File: src/rtl/dds_sweep_pkg.sv
// Shared types for the DDS segment scheduler.
// DDS_SWEEP_CTRL_CHIRP_EN adds the per-sample step field to seg_cmd_t.
package dds_sweep_pkg;

  localparam int unsigned FR_W  = 32;
  localparam int unsigned PH_W  = 15;
  localparam int unsigned LEN_W = 16;

  typedef enum logic [0:0] {
    StIdle,
    StRun
  } state_t;

  typedef struct packed {
    logic [FR_W-1:0]  freq;
`ifdef DDS_SWEEP_CTRL_CHIRP_EN
    logic [FR_W-1:0]  step;
`endif
    logic [LEN_W-1:0] len;
    logic [PH_W-1:0]  ph_cos;
    logic [PH_W-1:0]  ph_sin;
  } seg_cmd_t;

  typedef struct packed {
    logic valid;
    logic sop;
    logic eop;
  } issue_flag_t;

  localparam issue_flag_t FlagNone = '0;

  // Flag for the first sample of a segment; a one-sample segment is also its own last.
  function automatic issue_flag_t first_flag(input logic [LEN_W-1:0] len);
    issue_flag_t f;
    f.valid = 1'b1;
    f.sop   = 1'b1;
    f.eop   = (len == LEN_W'(1));
    return f;
  endfunction

endpackage

File: src/rtl/dds_sweep_align.sv
// Fixed-depth shift register for the issue flags, lining them up with DDS output samples.
// Synchronous clear empties every stage at once.
module dds_sweep_align
  import dds_sweep_pkg::*;
#(
  parameter int unsigned Depth = 7
) (
  input  logic        clk,
  input  logic        rst_n,
  input  logic        en,
  input  logic        clr,
  input  issue_flag_t din,
  output issue_flag_t dout,
  output logic        any_valid
);

  issue_flag_t pipe_q [Depth];

  always_ff @(posedge clk or negedge rst_n) begin
    if (!rst_n) begin
      for (int i = 0; i < int'(Depth); i++) pipe_q[i] <= FlagNone;
    end else if (en) begin
      if (clr) begin
        for (int i = 0; i < int'(Depth); i++) pipe_q[i] <= FlagNone;
      end else begin
        pipe_q[0] <= din;
        for (int i = 1; i < int'(Depth); i++) pipe_q[i] <= pipe_q[i-1];
      end
    end
  end

  assign dout = pipe_q[Depth-1];

  always_comb begin
    any_valid = 1'b0;
    for (int i = 0; i < int'(Depth); i++) any_valid = any_valid | pipe_q[i].valid;
  end

endmodule

File: src/rtl/dds_sweep_ctrl.sv
// Segment scheduler driving the dds block, with one pending-command buffer for gapless hand-over.
// Define DDS_SWEEP_CTRL_CHIRP_EN for the icmd_step port and per-sample frequency stepping.
module dds_sweep_ctrl
  import dds_sweep_pkg::*;
#(
  parameter int unsigned pFR_W    = FR_W,
  parameter int unsigned pPH_W    = PH_W,
  parameter int unsigned pLEN_W   = LEN_W,
  parameter int unsigned pDDS_LAT = 7
) (
  input  logic              iclk,
  input  logic              ireset_n,
  input  logic              iclkena,
  input  logic              iabort,
  input  logic              icmd_val,
  output logic              ocmd_rdy,
  input  logic [pFR_W-1:0]  icmd_freq,
`ifdef DDS_SWEEP_CTRL_CHIRP_EN
  input  logic [pFR_W-1:0]  icmd_step,
`endif
  input  logic [pLEN_W-1:0] icmd_len,
  input  logic [pPH_W-1:0]  icmd_ph_cos,
  input  logic [pPH_W-1:0]  icmd_ph_sin,
  output logic              odds_clkena,
  output logic [pFR_W-1:0]  odds_freq,
  output logic [pPH_W-1:0]  odds_ph_cos,
  output logic [pPH_W-1:0]  odds_ph_sin,
  output logic              ovalid,
  output logic              osop,
  output logic              oeop,
  output logic              obusy
);

  state_t            state_q;
  seg_cmd_t          pend_q;
  logic              pend_vld_q;
  logic [pLEN_W-1:0] cnt_q;
  issue_flag_t       iss_q;
`ifdef DDS_SWEEP_CTRL_CHIRP_EN
  logic [pFR_W-1:0]  step_q;
`endif

  logic        cmd_acc;
  logic        take_pend;
  logic        advance;
  issue_flag_t pipe_out;
  logic        pipe_busy;

  assign ocmd_rdy = ~pend_vld_q;
  // Zero-length commands complete the handshake but never reach the buffer.
  assign cmd_acc   = icmd_val & ~pend_vld_q & (icmd_len != '0);
  assign take_pend = pend_vld_q & ((state_q == StIdle) | (cnt_q == '0));
  assign advance   = (state_q == StRun) & (cnt_q != '0);

  always_ff @(posedge iclk or negedge ireset_n) begin
    if (!ireset_n) begin
      state_q     <= StIdle;
      pend_q      <= '0;
      pend_vld_q  <= 1'b0;
      cnt_q       <= '0;
      iss_q       <= FlagNone;
      odds_freq   <= '0;
      odds_ph_cos <= '0;
      odds_ph_sin <= '0;
`ifdef DDS_SWEEP_CTRL_CHIRP_EN
      step_q      <= '0;
`endif
    end else if (iclkena) begin
      if (iabort) begin
        // Frequency and phase registers hold so the DDS keeps its last tone.
        state_q    <= StIdle;
        pend_vld_q <= 1'b0;
        iss_q      <= FlagNone;
      end else begin
        if (take_pend) pend_vld_q <= 1'b0;
        if (cmd_acc) begin
          pend_vld_q    <= 1'b1;
          pend_q.freq   <= icmd_freq;
`ifdef DDS_SWEEP_CTRL_CHIRP_EN
          pend_q.step   <= icmd_step;
`endif
          pend_q.len    <= icmd_len;
          pend_q.ph_cos <= icmd_ph_cos;
          pend_q.ph_sin <= icmd_ph_sin;
        end

        if (take_pend) begin
          state_q     <= StRun;
          cnt_q       <= pend_q.len - LEN_W'(1);
          odds_freq   <= pend_q.freq;
          odds_ph_cos <= pend_q.ph_cos;
          odds_ph_sin <= pend_q.ph_sin;
`ifdef DDS_SWEEP_CTRL_CHIRP_EN
          step_q      <= pend_q.step;
`endif
          iss_q       <= first_flag(pend_q.len);
        end else if (advance) begin
          cnt_q       <= cnt_q - pLEN_W'(1);
`ifdef DDS_SWEEP_CTRL_CHIRP_EN
          odds_freq   <= odds_freq + step_q;
`endif
          iss_q.valid <= 1'b1;
          iss_q.sop   <= 1'b0;
          iss_q.eop   <= (cnt_q == pLEN_W'(1));
        end else begin
          state_q <= StIdle;
          iss_q   <= FlagNone;
        end
      end
    end
  end

  dds_sweep_align #(
    .Depth (pDDS_LAT)
  ) u_align (
    .clk       (iclk),
    .rst_n     (ireset_n),
    .en        (iclkena),
    .clr       (iabort),
    .din       (iss_q),
    .dout      (pipe_out),
    .any_valid (pipe_busy)
  );

  assign odds_clkena = iclkena;
  assign ovalid      = pipe_out.valid;
  assign osop        = pipe_out.sop;
  assign oeop        = pipe_out.eop;
  assign obusy       = (state_q == StRun) | iss_q.valid | pipe_busy;

endmodule

File: config.mk
export PLATFORM = sky130hd
export DESIGN_NAME = dds_sweep_ctrl
export DESIGN_NICKNAME = d
export VERILOG_FILES = /design/src/rtl/dds_sweep_pkg.sv /design/src/rtl/dds_sweep_align.sv /design/src/rtl/dds_sweep_ctrl.sv
export SDC_FILE = /design/constraint.sdc
export NUM_CORES = 1
export LEC_CHECK = 0
export BUFFER_PORTS_ARGS = -buffer_cell sky130_fd_sc_hd__buf_2
export CORE_ASPECT_RATIO = 0.75
export CORE_UTILIZATION = 55
export CTS_BUF_LIST = sky130_fd_sc_hd__clkbuf_8
export DETAILED_ROUTE_END_ITERATION = 12
export PLACE_DENSITY = 0.76
export SLEW_MARGIN = 5
export SYNTH_ARGS = -nofsm -noshare
export SYNTH_HDL_FRONTEND = slang
export SYNTH_SLANG_ARGS = --single-unit
export TNS_END_PERCENT = 30
File: constraint.sdc
create_clock -name iclk -period 3.35 [get_ports iclk]
set_input_delay 0.335 -clock iclk [delete_from_list [all_inputs] [get_ports iclk]]
set_output_delay 0.335 -clock iclk [all_outputs]
set_load 0.05 [all_outputs]
== Yosys cells after proc, flatten, opt, wreduce, memory -nomap -nowiden ==
Index checks and enable logic that the tools add are counted.

* Mux-type cells: 12
* Add/sub/neg operators: 2
* Bitwise gates (word level): 16
* Equality and inequality tests: 3
* Reduce and logical (&&, ||, !) cells: 10

{| class="wikitable"
|+ Operators by type and width
! kind !! number
|-
| 16-bit by 1-bit equality test with 1-bit output, second input constant || 2
|-
| 16-bit two-way mux || 2
|-
| 16-bit nonzero test || 2
|-
| 16-bit by 1-bit subtractor with 16-bit output, second input constant || 2
|-
| 21-bit two-way mux || 1
|-
| 16-bit logical NOT || 1
|-
| 3-bit two-way mux || 3
|-
| 1-bit bitwise OR || 9
|-
| 3-bit AND reduction || 3
|-
| 1-bit two-way mux || 6
|-
| 1-bit bitwise AND || 4
|-
| 2-bit AND reduction || 2
|-
| 3-bit != test, second input constant || 1
|-
| 1-bit inverter || 3
|-
| 3-bit nonzero test || 1
|-
| 2-bit nonzero test || 1
|}

* Word-level logic and storage cells: 77
* Register bits: 182
* Input bits: 83
* Output and inout port bits: 68

== Logic depth before layout (Yosys ltp) ==
Gate-level depths: netlist of the first run.

* Depth in word-level cells: 7
* Mapped depth: 8
* Depth with buffers taken out: 7

== By module ==
Synthesis of the first run repeated with hierarchy kept, for this count alone.

* Cell total of the unflattened synthesis: 594
* Area, all modules: 7898.8 µm²

{| class="wikitable"
|+ By module, submodules not included
! module !! instances !! area an instance (µm²) !! cells an instance
|-
| dds_sweep_ctrl || 1 || 6955.4 || 499
|-
| dds_sweep_align || 1 || 943.4 || 95
|}

== Worst setup path after synthesis of the first run ==
OpenSTA, ideal clock, no wires.

* Kind: register -> register
* Start point: register pend_vld_q
* End point: register pend_q[34] in the netlist's numbering
* Setup slack: 1047 ps
* Cell stages (with the launch flop): 8
* Data arrival time: 2179 ps
* Setup time: 125 ps
* Data required time: 3225 ps
* Cells stage by stage: dfrtp_1 -> buf_2 -> clkinv_1 -> and3_1 -> nand2_1 -> buf_2 -> buf_2 -> mux2_2

* Cells in the longest elaborated chain, start to end: 4

{| class="wikitable"
|+ RTL lines
! what !! line !! text
|-
| from (decl) || dds_sweep_ctrl.sv:36 || <nowiki>logic pend_vld_q;</nowiki>
|-
| from (signal assigned) || dds_sweep_ctrl.sv:59 || <nowiki>pend_vld_q <= 1'b0;</nowiki>
|-
| from (signal assigned) || dds_sweep_ctrl.sv:72 || <nowiki>pend_vld_q <= 1'b0;</nowiki>
|-
| from (signal assigned) || dds_sweep_ctrl.sv:75 || <nowiki>if (take_pend) pend_vld_q <= 1'b0;</nowiki>
|-
| 1-bit inverter || - ||
|-
| via ocmd_rdy || dds_sweep_ctrl.sv:16 || <nowiki>output logic ocmd_rdy,</nowiki>
|-
| 1-bit bitwise AND (2 in a row) || dds_sweep_ctrl.sv:51 || <nowiki>assign cmd_acc = icmd_val & ~pend_vld_q & (icmd_len != '0);</nowiki>
|-
| 3-bit AND reduction (no source line) || - ||
|-
| to (decl) || dds_sweep_ctrl.sv:35 || <nowiki>seg_cmd_t pend_q;</nowiki>
|}

The timed path passes the listed nets, and every way through them passes these cells.
A chain may end at the register's enable or synchronous reset.

== Worst setup path after layout of the first run ==
* Start point: register cnt_q[0]
* End point: register cnt_q[13]

* Cells in the longest elaborated chain, start to end: 5
* Elaborated cells on any way between the ends: 10
* Those cells by class: 1 x add/sub; 2 x mux; 3 x bitwise; 4 x reduce/logical

{| class="wikitable"
|+ RTL lines
! what !! line !! text
|-
| from (decl) || dds_sweep_ctrl.sv:37 || <nowiki>logic [pLEN_W-1:0] cnt_q;</nowiki>
|-
| from (signal assigned) || dds_sweep_ctrl.sv:89 || <nowiki>cnt_q <= pend_q.len - LEN_W'(1);</nowiki>
|-
| from (signal assigned) || dds_sweep_ctrl.sv:98 || <nowiki>cnt_q <= cnt_q - pLEN_W'(1);</nowiki>
|-
| branches (longest 5 deep; another with 16-bit by 1-bit subtractor with 16-bit output) || - ||
|}

Parallel ways; which one is timed is not known. The select of a mux whose other input is x is not followed.

==> reports/metrics.yaml, run 1 <==
logic_synthesis:
  synth.avg_cell_area_um2: 13.2
  postSynthCellCount: 593
  yosysSeqAreaShare: 0.582
  mappedNetlistArea_um2: 7820
  synth_edf_count: 0
  synthFlopType: "dfrtp_1"
  ys_ff_latch: 182
  synth_nets: 681
  yosys_warnings: 0
  yosysUniqueCellTypes: 53
  synth-async-reset-ratio: 1.00
cells_and_area:
  syn_to_final_growth_pct: 17.2
  layout_commonest_cell: "dfrtp_1"
  stdcell_area_um2: 9160
  diodes: 0
  multiInputGateArea_um2: 2950
  layout_common_cells: "182 x dfrtp_1, 149 x buf_2, 101 x mux2_2"
  postLayoutCoreUtil: 0.664
  drive_above_1_share: 0.406
  nNetsFinal: 828
  nFillCells: 1015
  regArea_um2: 4550
clock_tree:
  cts.sinks: 182
  cts-root-buf: "clkbuf_8"
  path_clk_slew_ns: 0.10
  clkLatencyLatePin_ns: 0.47
  ctsHtreeMaxLevel: 4
  cts_buffer_depth: 2
  post_cts_buffers: 0
  cts_tree: "done"
  post_cts_resize_count: 0
  numCtsBuffers: 17
timing:
  min_period_over_period: 0.804
  max_clock_freq_ghz: 0.371
  tightest_slew_ns: 0.972
  slew_viol_final: 0
  setup_viol: 0
  rsz0062_at_grt: "no"
  finClkSkew_ns: 0.0108
  hold_viol: 0
  setup_slack_ns: 0.658
  min_period_ns: 2.69
  fin_tns_setup_ns: 0
  relSlewSlack: 0.346
grt:
  grt_pass1_wl_um: 27800
  grt_pass1_vias: 5482
  grt_usage: 0.246
  overflow: 0
  antenna_found_initial: 1
  grt_max_degree: 84
place:
  preCtsSetupSlack_ns: 0.728
  place.gp.congestion: 0.879
  dp.final_hpwl_um: 11600
  place_area_um2: 8710
  io_buffers: 150
floorplan:
  die_area_um2: 14700
  die_height_um: 105
  start_util: 0.567
  core_um2: 13800
  die_w_um: 140
  rows: 37
  io_pins: 151
routing:
  viasPerCell: 5.65
  drtAntennaViolNets: 0
  initialDrtViolationCount: 248
  drc: 0
  first_pass_iters: 5
  wl_per_cell_um: 18.2
  vias: 5234
  routed_wl_um: 16900
outcome:
  status: "finished clean"
pwr:
  ir_drop_mv: 0.622
  powerDensity_nw_per_um2: 890
  power_mw: 8.15
  p_leak_nw: 4.23
setup_path:
  worstSetupEndpointType: "flop"
  worst-endpoint-required_ns: 3.70
  arrival_ns: 3.05
  critPathMaxFanout: 12
  crit_path_start_kind: "flop"
  crit_type: "reg2reg"
flow_run:
  maxCapViolations: 0
hold_path:
  hp-class: "in2reg"
## cell type report
class | count | share of cell area
well taps | 175 | 0.0239
multi-input cells | 345 | 0.322
inverters | 34 | 0.0139
clock buffers | 20 | 0.0300
clock inverters | 11 | 0.0176
repair buffers | 160 | 0.0952
flip-flops and latches | 182 | 0.497
## through the flow
stage,hold WS (ns),instances
floorplan,0.0394,593
global placement,0.429,895
detailed placement,0.438,895
CTS,0.0643,927
global route,0.0527,927
finish,0.0908,927
## worst max-delay path: stages (launching register included)
cell       delay [ns]
dfrtp_1          0.44
inv_1            0.13
ha_1             0.15
nor3b_1          0.31
a41oi_2          0.38
o21ai_1          0.66
buf_4            0.29
a21oi_1          0.06
a2bb2oi_1        0.15
## Yosys cell counts (2+ instances only)
cell type  count  share of area
a21oi_1       16          0.010
buf_6          7          0.010
nor3b_1        3         0.0029
xnor2_1       11          0.012
mux2i_1        5         0.0064
nor4_1        12         0.0096
nand3_1        8         0.0051
or4_1          3         0.0029
nor3_1         8         0.0051
xor2_1         2         0.0022
nand3b_1      20          0.019
o22ai_1        6         0.0048
a31oi_1        3         0.0024
o2111ai_1      2         0.0022
ha_1           5         0.0080
nor2_1        13         0.0062
buf_2          6         0.0038
a22oi_1        5         0.0048
o21ai_0       37          0.024
inv_1         33          0.016
buf_1          6         0.0029
o31ai_1        2         0.0019
clkbuf_1      11         0.0053
mux2_1        39          0.056
o2bb2ai_1      2         0.0022
nand2_1       11         0.0053
nor4_2         3         0.0048
a2bb2oi_1      3         0.0034
dfrtp_1      182           0.58
mux2_2       101           0.15
nand4_1        6         0.0048
## worst paths after layout
kind,from,end,slack (ns),depth (start not counted)
max,cnt_q[0],cnt_q[13],0.66,8
min,icmd_freq[17],pend_q[63],0.09,2
max reg2reg,cnt_q[0],cnt_q[13],0.66,8
min reg2reg,pend_q[0],odds_ph_sin[0],0.49,1
max in group asynchronous,ireset_n,pend_q[24],1.97,3
min in group asynchronous,ireset_n,u_align.dout[1],0.45,2
## timing repair
action	CTS	global route
hold endpoints to repair	81	0
hold buffers	1	0
setup endpoints to repair	0	0
## metal layers
layer  vias up  part of all wire  GRT usage  routed length (µm)
met1      2615              0.43      0.319                7330
met4         2             0.017     0.0848                 284
met3        31             0.084      0.100                1420
met5         -           0.00059          0                  10
met2       175              0.46      0.377                7830
li1       2411                 -          -                   -
## logic make-up after synthesis
kind of cell / after synthesis / share of synthesized area
flops: 182 / 0.582
fa+ha+maj: 5 / 0.00800
mux: 145 / 0.208
simple gates: 99 / 0.0808
buf+inv: 66 / 0.0411
xor+xnor: 13 / 0.0146
compound gates: 83 / 0.0651
## flip-flops by register name, indices dropped and copies added (netlist names)
name	count
pend_vld_q	1
odds_freq	32
u_align.pipe_q	18
pend_q	78
iss_q	3
odds_ph_cos	15
state_q	1
cnt_q	16
u_align.dout	3
odds_ph_sin	15
## power breakdown
part	internal, mW	switching, mW	leakage, nW
clock	0.811	0.806	0.224
sequential	2.93	0.534	2.24
combinational	0.951	2.12	1.76
total	4.69	3.46	4.23
Note: power is estimated with default switching activity, not from simulation.
==> inputs of run 2 (changes only) <==
==> constraint.sdc (replaced) <==
create_clock -name iclk -period 2.7 [get_ports iclk]
set_input_delay 0.27 -clock iclk [delete_from_list [all_inputs] [get_ports iclk]]
set_output_delay 0.27 -clock iclk [all_outputs]
set_load 0.05 [all_outputs]
==> reports/metrics.yaml, run 2 (synthesis gave the netlist of run 1 again) <==
timing:
  fin_tns_setup_ns: 0
  finClkSkew_ns: 0.0118
  hold_viol: 0
  min_period_over_period: 0.883
  whs_ns: 0.0376
  relSlewSlack: 0.396
  min_period_ns: 2.38
  setup_slack_ns: 0.317
  max_clock_freq_ghz: 0.420
  slew_viol_final: 0
  rsz0062_at_grt: "no"
  tightest_slew_ns: 0.897
  setup_viol: 0
setup_path:
  cpPeakStageDelay_ns: 0.43
  worst-endpoint-required_ns: 3.04
  cp_num_buf_inv: 2
  worstSetupEndpointType: "flop"
  critPathMaxFanout: 21
  crit_path_start_kind: "flop"
  crit_type: "reg2reg"
  startpoint: "cnt_q[0]"
  slowest_stage: "dfrtp_1"
  arrival_ns: 2.72
  r2r_start: "cnt_q[0]"
  worstPathCellList: "inv_1 -> ha_1 -> nor3b_1 -> a41oi_2 -> nor2_4 -> nand2_4 -> buf_12 -> mux2_1"
  crit_family: "simple AND/OR/NAND/NOR gates"
cells_and_area:
  reg.largest.list: "pend_q: 78 flops, odds_freq: 32 flops, u_align.pipe_q: 18 flops"
  syn_to_final_growth_pct: 17.8
  layout_common_cells: "182 x dfrtp_1, 149 x buf_2, 101 x mux2_2"
  drive_above_1_share: 0.407
  diodes: 0
  nFillCells: 1045
  nNetsFinal: 836
  multiInputGateArea_um2: 2950
  layout_commonest_cell: "dfrtp_1"
  regArea_um2: 4550
  instances_no_fill: 936
  largest_reg_flops: 78
  regMostFlops: "pend_q"
floorplan:
  die_area_um2: 14700
  core_um2: 13800
  start_util: 0.567
  die_w_um: 140
  rows: 37
  io_pins: 151
  die_height_um: 105
routing:
  met1_length_um: 7290
  wl_per_cell_um: 17.5
  routed_wl_um: 16400
  initialDrtViolationCount: 230
  vias: 5244
  first_pass_iters: 4
  top_layer_used: "met4"
  viasPerCell: 5.60
  wl_met3_um: 1340
  drc: 0
  met2WireLength_um: 7520
  drtAntennaViolNets: 0
pwr:
  ir_drop_mv: 0.795
  power_mw: 9.91
  p_leak_nw: 4.26
  powerDensity_nw_per_um2: 1080
place:
  place.gp.congestion: 0.914
  placed_cells: 902
  preCtsSetupSlack_ns: 0.310
  dp.final_hpwl_um: 11700
  io_buffers: 150
hold_path:
  worstHoldStart: "icmd_ph_cos[8]"
  hp-class: "in2reg"
grt:
  grt_max_degree: 74
  grt_usage: 0.238
  antenna_found_initial: 1
  overflow: 0
  grt_pass1_vias: 5321
  grt_pass1_wl_um: 27000
clock_tree:
  clkLatencyLatePin_ns: 0.46
  cts_tree: "done"
  numCtsBuffers: 17
  path_clk_slew_ns: 0.09
  cts.sinks: 182
  cts_buffer_depth: 2
  ctsHtreeMaxLevel: 4
  cts-root-buf: "clkbuf_8"
  post_cts_resize_count: 0
flow_run:
  maxCapViolations: 0
outcome:
  status: "finished clean"
## run 2: cell count changes in the layout (fill, tap and decap cells not counted)
cell and change:
inv_1 +3, buf_4 +4, clkinv_4 -2, dlygate4sd3_1 +1
clkbuf_8 +1, inv_8 -1, buf_12 +3, bufinv_16 -2
clkinvlp_4 +2
## run 2: worst register-to-register path: cells and delay by family (launching register included)
family / cells / cell delay (ns)
compound gates: 1 / 0.32
fa+ha+maj: 1 / 0.14
buf+inv: 2 / 0.35
simple gates: 3 / 0.70
flops: 1 / 0.43
mux: 1 / 0.33
## run 2: timing repair
| item | in CTS | in global routing |
|---|---|---|
| endpoints found under the hold margin | 72 | 0 |
| buffers inserted | 0 | 0 |
| hold buffers | 2 | 0 |
## run 2: cell type report
type,count,share of cell area
Inverter,34,0.0139
Tap cell,175,0.0238
Clock buffer,21,0.0314
Timing Repair Buffer,168,0.106
Sequential cell,182,0.494
Clock inverter,11,0.0107
Multi-Input combinational cell,345,0.320
## run 2: worst paths after layout
path                            cells after the start         endpoint  slack (ns)
worst min register to register                      1    odds_freq[12]        0.49
max in group asynchronous                           3   odds_ph_cos[6]        1.55
worst max register to register                      8   odds_ph_sin[0]        0.32
worst min-delay path                                2       pend_q[23]        0.04
worst max-delay path                                8   odds_ph_sin[0]        0.32
min in group asynchronous                           2  u_align.dout[0]        0.39
## run 2: layer usage
layer / global-route usage / up-vias
li1: - / 2429
met1: 0.318 / 2642
met2: 0.360 / 157
met3: 0.0891 / 16
met4: 0.0793 / 0
met5: 0 / -
## run 2: report_power, final
group / switching, mW / internal (mW) / total, mW
logic: 2.62 / 1.20 / 3.83
registers: 0.654 / 3.64 / 4.29
clock network: 0.960 / 0.831 / 1.79
total: 4.24 / 5.67 / 9.91
## run 2: per-stage QoR
step	cell area [µm²]	util
after floorplan	7820	-
after global placement	8800	0.638
after detailed placement	8800	0.638
after CTS	9210	0.668
after global routing	9210	0.668
final	9210	0.668
